### src/rtl/load_store_unit_if.sv
// Bundles the datapath-facing request/response signals and the data-memory
// port of the load/store unit. The slave side is the LSU itself. The master
// side is the surrounding datapath plus the memory that returns dm_readdata.
interface load_store_unit_if;
    logic        mem_read;
    logic        mem_write;
    logic [1:0]  size;
    logic        load_unsigned;
    logic [31:0] addr;
    logic [31:0] wdata;
    logic [31:0] rdata;
    logic        stall;
    logic        misaligned;
    logic [31:0] bad_vaddr;
    logic        dm_memwrite;
    logic [31:0] dm_endereco;
    logic [31:0] dm_writedata;
    logic [31:0] dm_readdata;

    modport master (
        output mem_read,
        output mem_write,
        output size,
        output load_unsigned,
        output addr,
        output wdata,
        output dm_readdata,
        input  rdata,
        input  stall,
        input  misaligned,
        input  bad_vaddr,
        input  dm_memwrite,
        input  dm_endereco,
        input  dm_writedata
    );

    modport slave (
        input  mem_read,
        input  mem_write,
        input  size,
        input  load_unsigned,
        input  addr,
        input  wdata,
        input  dm_readdata,
        output rdata,
        output stall,
        output misaligned,
        output bad_vaddr,
        output dm_memwrite,
        output dm_endereco,
        output dm_writedata
    );
endinterface

### src/rtl/load_store_unit.sv
// Load/store unit: turns byte-addressed loads/stores into word accesses on a
// word-addressed data memory. Sub-word loads are extracted and extended
// combinationally. Sub-word stores use a two-cycle read-modify-write through
// merge_reg. Misaligned accesses are suppressed and their address is latched.
module load_store_unit (
    input  logic             clk,
    input  logic             reset,
    load_store_unit_if.slave bus
);

    typedef enum logic {
        IDLE  = 1'b0,
        MERGE = 1'b1
    } state_t;

    state_t      state_reg;
    state_t      state_next;
    logic [31:0] merge_reg;
    logic [31:0] merge_next;
    logic [31:0] bad_vaddr_reg;

    // Access decode
    logic        is_byte;
    logic        is_half;
    logic        is_word;
    logic        request;
    logic        misaligned_raw;

    // size 2'b11 falls into the word case along with 2'b10.
    assign is_byte        = (bus.size == 2'b00);
    assign is_half        = (bus.size == 2'b01);
    assign is_word        = bus.size[1];
    assign request        = bus.mem_read | bus.mem_write;
    assign misaligned_raw = (is_half & bus.addr[0]) |
                            (is_word & (bus.addr[1:0] != 2'b00));

    // Lane views of the memory word (little-endian: byte k = bits [8k+7:8k])
    logic [7:0]  byte_lane [4];
    logic [15:0] half_lane [2];
    logic [31:0] merged_word;

    genvar gi;
    generate
        for (gi = 0; gi < 4; gi++) begin : g_byte_lane
            assign byte_lane[gi] = bus.dm_readdata[8*gi +: 8];
        end

        for (gi = 0; gi < 2; gi++) begin : g_half_lane
            assign half_lane[gi] = bus.dm_readdata[16*gi +: 16];
        end

        // Per-lane store merge. A byte store replaces exactly one lane.
        // A halfword store replaces the lane pair chosen by addr[1].
        for (gi = 0; gi < 4; gi++) begin : g_merge_lane
            assign merged_word[8*gi +: 8] =
                (is_byte && (bus.addr[1:0] == 2'(gi))) ? bus.wdata[7:0] :
                (is_half && (bus.addr[1]   == 1'(gi / 2))) ? bus.wdata[8*(gi % 2) +: 8] :
                byte_lane[gi];
        end
    endgenerate

    // Select and extend the load result from the addressed lane.
    logic [7:0]  sel_byte;
    logic [15:0] sel_half;
    logic [31:0] load_value;

    // Build the extended load value for the current size and signedness.
    always_comb begin
        sel_byte   = byte_lane[bus.addr[1:0]];
        sel_half   = half_lane[bus.addr[1]];
        load_value = bus.dm_readdata;
        if (is_byte) begin
            load_value = bus.load_unsigned ? {24'b0, sel_byte}
                                           : {{24{sel_byte[7]}}, sel_byte};
        end else if (is_half) begin
            load_value = bus.load_unsigned ? {16'b0, sel_half}
                                           : {{16{sel_half[15]}}, sel_half};
        end
    end

    // Raw (pre-reset-gating) combinational outputs.
    logic        stall_c;
    logic        memwrite_c;
    logic [31:0] writedata_c;
    logic [31:0] rdata_c;

    // Next-state and output logic. In MERGE the held instruction is not
    // re-decoded; the merged word is simply written back.
    always_comb begin
        state_next  = state_reg;
        merge_next  = merge_reg;
        stall_c     = 1'b0;
        memwrite_c  = 1'b0;
        writedata_c = bus.wdata;
        rdata_c     = 32'b0;
        case (state_reg)
            IDLE: begin
                if (request && !misaligned_raw) begin
                    if (bus.mem_write) begin
                        // A store wins when mem_read is also set; rdata stays 0.
                        if (is_word) begin
                            memwrite_c  = 1'b1;
                            writedata_c = bus.wdata;
                        end else begin
                            stall_c    = 1'b1;
                            merge_next = merged_word;
                            state_next = MERGE;
                        end
                    end else begin
                        rdata_c = load_value;
                    end
                end
            end
            MERGE: begin
                memwrite_c  = 1'b1;
                writedata_c = merge_reg;
                state_next  = IDLE;
            end
            default: begin
                state_next = IDLE;
            end
        endcase
    end

    // State and merge buffer. An asserted reset drops a pending RMW.
    always_ff @(posedge clk or posedge reset) begin
        if (reset) begin
            state_reg <= IDLE;
            merge_reg <= 32'b0;
        end else begin
            state_reg <= state_next;
            merge_reg <= merge_next;
        end
    end

    // Capture the address of a suppressed misaligned request.
    always_ff @(posedge clk or posedge reset) begin
        if (reset) begin
            bad_vaddr_reg <= 32'b0;
        end else if (state_reg == IDLE && request && misaligned_raw) begin
            bad_vaddr_reg <= bus.addr;
        end
    end

    // While reset is high, the control-like outputs are held at 0.
    // This keeps a write from reaching memory in an aborted RMW.
    assign bus.stall        = stall_c & ~reset;
    assign bus.dm_memwrite  = memwrite_c & ~reset;
    assign bus.misaligned   = request & misaligned_raw & ~reset;
    assign bus.rdata        = reset ? 32'b0 : rdata_c;
    assign bus.dm_writedata = writedata_c;
    assign bus.dm_endereco  = {2'b00, bus.addr[31:2]};
    assign bus.bad_vaddr    = bad_vaddr_reg;

endmodule

### src/flat_wrapper.sv
// flat-port wrapper written by rule: the top's interface ports become plain ports
module load_store_unit_flat 
  (clk, reset, bus_mem_read, bus_mem_write, bus_size, bus_load_unsigned, bus_addr, bus_wdata, bus_dm_readdata, bus_rdata, bus_stall, bus_misaligned, bus_bad_vaddr, bus_dm_memwrite, bus_dm_endereco, bus_dm_writedata);
  load_store_unit_if bus_i ();
  input  logic clk;
  input  logic reset;
  input wire logic [$bits(bus_i.mem_read)-1:0] bus_mem_read;
  input wire logic [$bits(bus_i.mem_write)-1:0] bus_mem_write;
  input wire logic [$bits(bus_i.size)-1:0] bus_size;
  input wire logic [$bits(bus_i.load_unsigned)-1:0] bus_load_unsigned;
  input wire logic [$bits(bus_i.addr)-1:0] bus_addr;
  input wire logic [$bits(bus_i.wdata)-1:0] bus_wdata;
  input wire logic [$bits(bus_i.dm_readdata)-1:0] bus_dm_readdata;
  output wire logic [$bits(bus_i.rdata)-1:0] bus_rdata;
  output wire logic [$bits(bus_i.stall)-1:0] bus_stall;
  output wire logic [$bits(bus_i.misaligned)-1:0] bus_misaligned;
  output wire logic [$bits(bus_i.bad_vaddr)-1:0] bus_bad_vaddr;
  output wire logic [$bits(bus_i.dm_memwrite)-1:0] bus_dm_memwrite;
  output wire logic [$bits(bus_i.dm_endereco)-1:0] bus_dm_endereco;
  output wire logic [$bits(bus_i.dm_writedata)-1:0] bus_dm_writedata;
  assign bus_i.mem_read = bus_mem_read;
  assign bus_i.mem_write = bus_mem_write;
  assign bus_i.size = bus_size;
  assign bus_i.load_unsigned = bus_load_unsigned;
  assign bus_i.addr = bus_addr;
  assign bus_i.wdata = bus_wdata;
  assign bus_i.dm_readdata = bus_dm_readdata;
  assign bus_rdata = bus_i.rdata;
  assign bus_stall = bus_i.stall;
  assign bus_misaligned = bus_i.misaligned;
  assign bus_bad_vaddr = bus_i.bad_vaddr;
  assign bus_dm_memwrite = bus_i.dm_memwrite;
  assign bus_dm_endereco = bus_i.dm_endereco;
  assign bus_dm_writedata = bus_i.dm_writedata;
  load_store_unit u_core (.clk(clk), .reset(reset), .bus(bus_i));
endmodule
### config.mk
export PLATFORM = sky130hd
export DESIGN_NAME = load_store_unit_flat
export DESIGN_NICKNAME = d
export VERILOG_FILES = /design/src/rtl/load_store_unit_if.sv /design/src/rtl/load_store_unit.sv /design/src/flat_wrapper.sv
export SDC_FILE = /design/constraint.sdc
export NUM_CORES = 1
export LEC_CHECK = 0
export ABC_AREA = 0
export BUFFER_PORTS_ARGS = -buffer_cell sky130_fd_sc_hd__buf_2
export CAP_MARGIN = 20
export CORE_UTILIZATION = 49
export DETAILED_ROUTE_END_ITERATION = 6
export GPL_TIMING_DRIVEN = 0
export PLACE_DENSITY = 0.95
export SETUP_SLACK_MARGIN = 0.2
export SKIP_LAST_GASP = 1
export SLEW_MARGIN = 20
export SYNTH_ARGS = -nofsm -noshare
export SYNTH_HDL_FRONTEND = slang
export SYNTH_SLANG_ARGS = --single-unit
### constraint.sdc
create_clock -name clk -period 5.4 [get_ports clk]
set_input_delay 1.08 -clock clk [delete_from_list [all_inputs] [get_ports clk]]
set_output_delay 1.08 -clock clk [all_outputs]
set_load 0.05 [all_outputs]
After elaboration in Yosys (flattened, before gate mapping)
Index checks and enable logic that the tools add are counted.
Word-level totals
  bits in registers: 65
  bits of input ports: 103
  output and inout port bits: 131
  logic and storage cells: 69
Operators by class
  $lt $le $gt $ge: 2
  equal/unequal tests: 4
  muxes and demuxes: 32
  bitwise logic cells: 14
  reduce and logical (&&, ||, !) cells: 14
Operators with widths (count)
  $mux W32: 8
  $mux W8: 10
  $pmux W32 S2: 1
  $mux W16: 3
  $bmux W8 S2: 1
  $logic_and A1 B1 Y1: 9
  $mux W1: 7
  $and A1 B1 Y1: 6
  $eq A2 B1 Y1 const B: 2
  $eq A2 B2 Y1 const B: 2
  $logic_not A2 Y1: 2
  $not A1 Y1: 4
  $pmux W1 S2: 2
  $reduce_and A4 Y1: 1
  $ge A3 B3 Y1 const B: 1
  $not A2 Y3: 1
  $ge A2 B2 Y1 const B: 1
  $not A1 Y2: 1
  $or A1 B1 Y1: 2
  $reduce_bool A2 Y1: 1
  $logic_not A1 Y1: 1

Longest topological paths before layout
Gate-level depths: netlist (run 1).
  depth after elaboration: 11
  gate-level depth with buffers: 7
  mapped depth without buffers: 5

Worst setup path before layout (run 1)
Ideal clock, no wire load.
  kind: input to output
  start point: input bus_size[1]
  end point: output bus_rdata[0]
  arrival time: 2.893 ns
  data required time: 4.320 ns
  slack: 1.427 ns
  stages on the path: 7
  path buffers: 3
  cells stage by stage: buf_6 > or2_1 > buf_6 > nor3b_4 > buf_6 > a22oi_1 > a21oi_1
On the way
  longest elaborated chain between the ends: 8
  elaborated cells between the ends (all ways): 13
  those cells by class: 1 x eq/ne; 6 x mux; 3 x bitwise; 3 x reduce/logical
RTL lines
  start, declared: RTL line flat_wrapper.sv:9  | input wire logic [$bits(bus_i.size)-1:0] bus_size;
  $eq A2 B1 Y1: RTL line load_store_unit.sv:31  | assign is_half = (bus.size == 2'b01);
  $and A1 B1 Y1: RTL line load_store_unit.sv:34  | assign misaligned_raw = (is_half & bus.addr[0]) |
  $or A1 B1 Y1: RTL line load_store_unit.sv:34
  $logic_not A1 Y1: RTL line load_store_unit.sv:98  | if (request && !misaligned_raw) begin
  $logic_and A1 B1 Y1: RTL line load_store_unit.sv:98
  $mux W32 (*): RTL line load_store_unit.sv:98
  $mux W32 (*): RTL line load_store_unit.sv:96  | case (state_reg)
  $mux W32 (*): RTL line load_store_unit.sv:150  | assign bus.rdata = reset ? 32'b0 : rdata_c;
  end, declared: RTL line flat_wrapper.sv:14  | output wire logic [$bits(bus_i.rdata)-1:0] bus_rdata;
Mark *: on every way between the ends. The rest lies on a longest branch, timed or not.

Final worst setup path (run 1)
  start point: input bus_addr[1]
  end point: output bus_rdata[21]
On the way
  longest elaborated chain between the ends: 11
  elaborated cells between the ends (all ways): 21
  those cells by class: 14 x mux; 4 x bitwise; 3 x reduce/logical
RTL lines
  start, declared: RTL line flat_wrapper.sv:11  | input wire logic [$bits(bus_i.addr)-1:0] bus_addr;
  $not A1 Y2 (implied by the code): RTL line load_store_unit.sv:70  | sel_half = half_lane[bus.addr[1]];
  $mux W16 (implied by the code) (3 in a row): RTL line load_store_unit.sv:70
  $mux W32: RTL line load_store_unit.sv:76  | load_value = bus.load_unsigned ? {16'b0, sel_half}
  $mux W32: RTL line load_store_unit.sv:75  | end else if (is_half) begin
  $mux W32: RTL line load_store_unit.sv:72  | if (is_byte) begin
  $mux W32: RTL line load_store_unit.sv:99  | if (bus.mem_write) begin
  $mux W32 (*): RTL line load_store_unit.sv:98
  $mux W32 (*): RTL line load_store_unit.sv:96
  $mux W32 (*): RTL line load_store_unit.sv:150
Mark *: on every way between the ends. The rest lies on a longest branch, timed or not. The select of a mux whose other input is x is not followed.

==> results of run 1 <==
## placed cells by master, fill, tap and decap left out, types with 3 or more instances in the layout
cell and instances:
buf_2 241, mux2_2 67, dfrtp_1 65, nand2_1 45, buf_4 34, o21ai_0 29
mux2i_1 27, a21oi_1 23, inv_1 18, nor2_1 15, a22oi_1 13, o21ai_1 13
clkbuf_1 12, a31oi_1 11, nand3_1 10, clkbuf_8 10, a211oi_1 8, mux2_1 5
buf_6 3, and3b_1 3, clkinvlp_4 3
## final cells by class
class	instances	area, um^2	share of cell area [%]
Clock buffer	10	138	2.42
Buffer	63	402	7.06
Clock inverter	6	66.3	1.17
Sequential cell	65	1630	28.6
Inverter	19	73.8	1.30
Tap cell	105	131	2.31
Timing Repair Buffer	230	1170	20.5
Multi-Input combinational cell	288	2090	36.7
## cells in the mapped netlist (2+ instances only)
| library cell | n | area share (%) |
|---|---|---|
| buf_4 | 34 | 6.1 |
| buf_1 | 2 | 0.18 |
| a21oi_1 | 23 | 2.8 |
| buf_6 | 3 | 0.81 |
| a22oi_1 | 13 | 2.3 |
| dfrtp_1 | 65 | 39 |
| mux2i_1 | 27 | 6.5 |
| mux2_1 | 5 | 1.3 |
| a31oi_1 | 11 | 1.6 |
| nor2b_1 | 2 | 0.30 |
| buf_2 | 12 | 1.4 |
| nand2_1 | 45 | 4.0 |
| and3b_1 | 3 | 0.63 |
| inv_1 | 19 | 1.7 |
| mux2_2 | 67 | 18 |
| nand3_1 | 10 | 1.2 |
| or3b_1 | 2 | 0.42 |
| nor2_1 | 15 | 1.3 |
| a211oi_1 | 8 | 1.4 |
| o21ai_1 | 13 | 1.6 |
| o21bai_1 | 2 | 0.36 |
| clkbuf_1 | 12 | 1.1 |
| o21ai_0 | 29 | 3.5 |
## power by group through the flow
stage / clock, uW / combinational, uW / sequential [uW]
after floorplan: 0 / 365 / 791
after global routing: 453 / 764 / 638
after global placement: 0 / 706 / 630
after CTS: 433 / 723 / 628
after detailed placement: 0 / 722 / 637
final: 428 / 724 / 629
## cells by family (layout without fill, tap and decap cells)
group / count (synthesis) / after routing / synth area share, %
flip-flops: 65 / 65 / 38.9
AND/OR/NAND/NOR: 84 / 84 / 9.52
AO/OA/AOI/OAI: 103 / 103 / 14.3
multiplexers: 99 / 99 / 25.9
other: 1 / 2 / 0.0897
buffers and inverters: 82 / 328 / 11.3
## stage by stage
step / cell area, um^2 / cells
after global placement: 5460 / 769
final: 5690 / 786
after CTS: 5690 / 786
after detailed placement: 5490 / 770
after floorplan: 4190 / 435
after global routing: 5690 / 786
## final timing paths
| check | slack, ns | cells past startpoint | endpoint |
|---|---|---|---|
| setup / recovery | 1.17 | 7 | bus_rdata[21] |
| hold / removal | 0.49 | 2 | u_core.merge_reg[6] |
| setup reg to reg | 3.37 | 6 | u_core.merge_reg[1] |
| hold reg to reg | 0.49 | 2 | u_core.merge_reg[6] |
| max in group asynchronous | 4.14 | 3 | u_core.merge_reg[11] |
| min in group asynchronous | 0.72 | 2 | u_core.bus.bad_vaddr[1] |
## metal layers
layer  vias up  wire [um]  part of all wire, %
met3        39       1490                   10
met5         -          0                    0
met4         0        410                  2.8
met1      2119       5340                   36
met2       325       7590                   51
li1       1990          -                    -
## worst max-delay path, stage by stage
cell	delay [ns]
buf_4	0.16
clkbuf_1	0.24
o21ai_0	0.28
o2111ai_1	0.47
buf_2	0.38
a21oi_1	0.22
buf_2	0.31
==> impl_metrics.env, run 1 <==
export IMPL_p_leak_uw=0.00297
export IMPL_place_congestion=0.956
export IMPL_clock_root_buffer="clkbuf_8"
export IMPL_grt_overflow_total=0
export IMPL_die_width_um=94.4
export IMPL_cts_tree="yes"
export IMPL_vias_per_cell=5.69
export IMPL_htreeDepth=3
export IMPL_diodes=0
export IMPL_pre_cts_ws_ns=1.25
export IMPL_switchingPower_uw=762
export IMPL_power_density_nw_per_um2=313
export IMPL_critPathLaunchType="input port"
export IMPL_grt_pass1_vias=4221
export IMPL_seq_area_frac_synth_pct=38.9
export IMPL_hpwl_um=11700
export IMPL_synth_async_reset_ratio_pct=100
export IMPL_port_buffer_count=229
export IMPL_dr_pass1_iters=5
export IMPL_grt_setup_unrepaired="no"
export IMPL_skew_ns=0.00952
export IMPL_postCtsHoldBufs=0
export IMPL_whs_ns=0.489
export IMPL_max_freq_mhz=236
export IMPL_synth_ff_type="dfrtp_1"
export IMPL_initial_core_util_pct=50.9
export IMPL_hp_class="reg -> reg"
export IMPL_totalWireLength_um=14800
export IMPL_max_slew_margin_pct=40.8
export IMPL_cts_resized=0
export IMPL_syn_avg_cell_area_um2=9.63
export IMPL_total_power_uw=1780
export IMPL_comb_power_share_pct=40.6
export IMPL_drc_errors=0
export IMPL_post_cts_buffers=0
export IMPL_p_int_uw=1020
export IMPL_timing_final_crit_share_pct=78.4
export IMPL_outcome="complete, no violations"
export IMPL_critPathLaunch="bus_addr[1]"
export IMPL_synth_edf_count=0
export IMPL_clk_pin_slew_ns=0.07
export IMPL_syn_inst=434
export IMPL_area_growth_pct=36.1
export IMPL_p_sw_share_pct=42.8
export IMPL_met3_usage_pct=6.76
export IMPL_cts_sinks=65
export IMPL_final_util_pct=69.2
export IMPL_drive_gt1_share_pct=53.6
export IMPL_crit_path_end_kind="primary output"
export IMPL_synth_area_um2=4180
export IMPL_row_count=33
export IMPL_synth_seq_cells=65
export IMPL_numCtsBuffers=9
export IMPL_holdCritStartpoint="u_core.merge_reg[6]"
export IMPL_synth_distinct_cells=35
export IMPL_required_ns=4.32
export IMPL_wl_per_cell_um=18.9
export IMPL_finalHoldViolCount=0
export IMPL_report_final_slew_viol_count=0
export IMPL_ys_warn_count=0
export IMPL_dr_total_vias=4473
export IMPL_cap_violations=0
export IMPL_final_nets=779
export IMPL_crit_type="in -> out"
export IMPL_finalSetupViolations=0
export IMPL_worst_path_max_fanout=10
export IMPL_grt_max_degree=44
export IMPL_die_area_um2=8910
export IMPL_power_frac_clock_pct=24.1
export IMPL_grt_usage_pct=33.2
export IMPL_fillers=682
export IMPL_clockBufferDepth=2
export IMPL_grt_pass1_wl_um=22000
export IMPL_setup_tns_final_ns=0
export IMPL_ios=234
export IMPL_pwr_share_seq_pct=35.3
export IMPL_grt_busiest_layer="met2"
export IMPL_antenna_left=0
export IMPL_worst_pin_slew_ns=0.888
export IMPL_fin_ws_ns=1.17
export IMPL_die_h_um=94.4
export IMPL_max_vdd_ir_drop_mv=0.140
export IMPL_coreArea_um2=8220
export IMPL_drt_initial_drc_count=290
export IMPL_use_met1_pct=39.6
export IMPL_grtUsageMet2_pct=59.0
export IMPL_r2r_start="u_core.state_reg"
export IMPL_antenna_found_initial=0
export IMPL_arrival_ns=3.15
export IMPL_insertion_delay_ns=0.34
export IMPL_fin_crit_ns=4.23
No activity file was read; power rests on OpenSTA's default activity.
==> run 2: changes to the inputs <==
- CORE_UTILIZATION: 49 -> 45
- PLACE_DENSITY: 0.95 -> 0.92
- clock period: 5.4 -> 4.2 ns (I/O delays scaled with it)
==> run 2 against run 1 <==
Via count is 2.6% lower; routed wire length fell by 1.2%; clock skew decreased by 0.0015 ns; critical endpoint is now bus_rdata[28]; critical path depth down 1; the run now ends with DRC left; combinational power rose by 29%; clock power increased by 42%; first-iteration DRC count increased by 18%; global-route usage fell by 3.3 points; sequential share of layout area shrank 0.17 points; cell count grew 0.25%; sequential power rose by 29%.
==> impl_metrics.env, run 2 (synthesis gave the netlist of run 1 again) <==
export IMPL_clock_root_buffer="clkbuf_8"
export IMPL_path_cells="clkbuf_1 > nor4b_1 > o2111ai_1 > buf_2 > a21oi_1 > buf_2"
export IMPL_numCtsBuffers=9
export IMPL_layout_commonest_cell="buf_2"
export IMPL_antenna_found_initial=1
export IMPL_finalSetupViolations=0
export IMPL_drc_errors=10
export IMPL_arrival_ns=2.74
export IMPL_fillers=748
export IMPL_hp_class="in -> async"
export IMPL_crit_path_end_kind="primary output"
export IMPL_grt_pass1_vias=4269
export IMPL_ios=234
export IMPL_drt_initial_drc_count=342
export IMPL_grt_overflow_total=0
export IMPL_htreeDepth=3
export IMPL_dr_total_vias=4356
export IMPL_crit_type="reg -> out"
export IMPL_ff2ff_path_depth=6
export IMPL_path_buf_inv=3
export IMPL_final_area_um2=5720
export IMPL_post_cts_buffers=0
export IMPL_coreArea_um2=8850
export IMPL_final_nets=779
export IMPL_cap_violations=0
export IMPL_antenna_left=0
export IMPL_hpwl_um=11700
export IMPL_power_density_nw_per_um2=410
export IMPL_max_vdd_ir_drop_mv=0.280
export IMPL_initial_core_util_pct=47.3
export IMPL_max_slew_margin_pct=52.1
export IMPL_grt_setup_unrepaired="no"
export IMPL_rr_endpoint="u_core.merge_reg[4]"
export IMPL_cts_sinks=65
export IMPL_vias_per_cell=5.53
export IMPL_crit_slowest_cell="nor4b_1"
export IMPL_outcome="finished with violations"
export IMPL_die_area_um2=9680
export IMPL_skew_ns=0.00800
export IMPL_dr_pass1_iters=7
export IMPL_placed_area_um2=5500
export IMPL_regToRegSetupSlack_ns=2.28
export IMPL_grt_usage_pct=29.9
export IMPL_area_growth_pct=36.9
export IMPL_die_h_um=98.4
export IMPL_diodes=0
export IMPL_cts_resized=0
export IMPL_clockBufferDepth=2
export IMPL_finalHoldViolCount=0
export IMPL_final_cell_mix="buf_2 (241), mux2_2 (67), dfrtp_1 (65), nand2_1 (45), buf_4 (34)"
export IMPL_grt_pass1_wl_um=22300
export IMPL_worst_pin_slew_ns=0.717
export IMPL_critical_path_top_delay_family="buffers and inverters"
export IMPL_port_buffer_count=229
export IMPL_cpPeakStageDelay_ns=0.52
export IMPL_critPathLaunchType="register"
export IMPL_setup_tns_final_ns=0
export IMPL_worst_path_max_fanout=10
export IMPL_max_freq_mhz=279
export IMPL_p_leak_uw=0.00299
export IMPL_r2r_start="u_core.state_reg"
export IMPL_postCtsHoldBufs=0
export IMPL_violations="DRC"
export IMPL_grt_max_degree=57
export IMPL_drive_gt1_share_pct=53.5
export IMPL_wl_per_cell_um=18.6
export IMPL_required_ns=3.36
export IMPL_report_final_slew_viol_count=0
export IMPL_place_congestion=0.972
export IMPL_clk_pin_slew_ns=0.07
export IMPL_worst_path_most_repeated_cell="buf_2"
export IMPL_timing_final_crit_share_pct=85.2
export IMPL_cts_tree="yes"
export IMPL_die_width_um=98.4
export IMPL_fin_crit_ns=3.58
export IMPL_totalWireLength_um=14600
export IMPL_insertion_delay_ns=0.34
export IMPL_row_count=34
==> run 2: cell types whose count changed in the layout (fill, tap and decap cells not counted) <==
| cell | change |
|---|---|
| bufinv_16 | +1 |
| clkinvlp_4 | -2 |
| clkinv_4 | +1 |
| inv_6 | -1 |
| clkinv_2 | -1 |
| buf_16 | +1 |
| clkbuf_8 | +1 |
| buf_12 | -1 |
==> run 2: layout make-up <==
class | instances | area, um^2 | share of cell area (%)
tap | 108 | 135 | 2.36
buffer | 63 | 402 | 7.02
clock buffer | 11 | 151 | 2.64
timing repair buffer | 230 | 1170 | 20.5
multi-input combinational | 288 | 2090 | 36.4
sequential | 65 | 1630 | 28.4
inverter | 19 | 73.8 | 1.29
clock inverter | 4 | 76.3 | 1.33
==> run 2: power by group <==
group / internal, uW / leakage (uW) / switching, uW / total [uW]
Clock: 364 / 0.000112 / 241 / 606
Combinational: 275 / 0.00210 / 657 / 932
Sequential: 745 / 0.000787 / 65.1 / 810
==> run 2: routing by layer <==
metal	share of wire, %	GRT usage (%)
met4	2.9	11.7
met1	40	37.3
met5	0	0
met3	8.6	6.80
met2	49	50.4
==> run 2: worst max path at each step <==
| stage | from | end | cells after the start |
|---|---|---|---|
| detailed placement | bus_size[0] | bus_rdata[28] | 7 |
| global placement | bus_addr[1] | bus_rdata[28] | 7 |
| global route | bus_size[0] | bus_rdata[28] | 7 |
| floorplan | bus_size[1] | bus_rdata[0] | 7 |
| finish | u_core.state_reg | bus_rdata[28] | 6 |
| CTS | bus_addr[1] | bus_rdata[28] | 7 |
==> run 2: stage by stage <==
stage	hold slack (ns)	worst slack [ns]	cells	utilization (%)	power, uW
5_1_grt	0.442	0.526	788	64.7	2440
4_1_cts	0.427	0.726	788	64.7	2350
2_1_floorplan	0.444	0.707	435	-	1490
3_3_place_gp	0.458	0.790	772	61.8	1720
3_5_place_dp	0.465	0.733	773	62.1	1750
6_report	0.434	0.621	788	64.7	2350
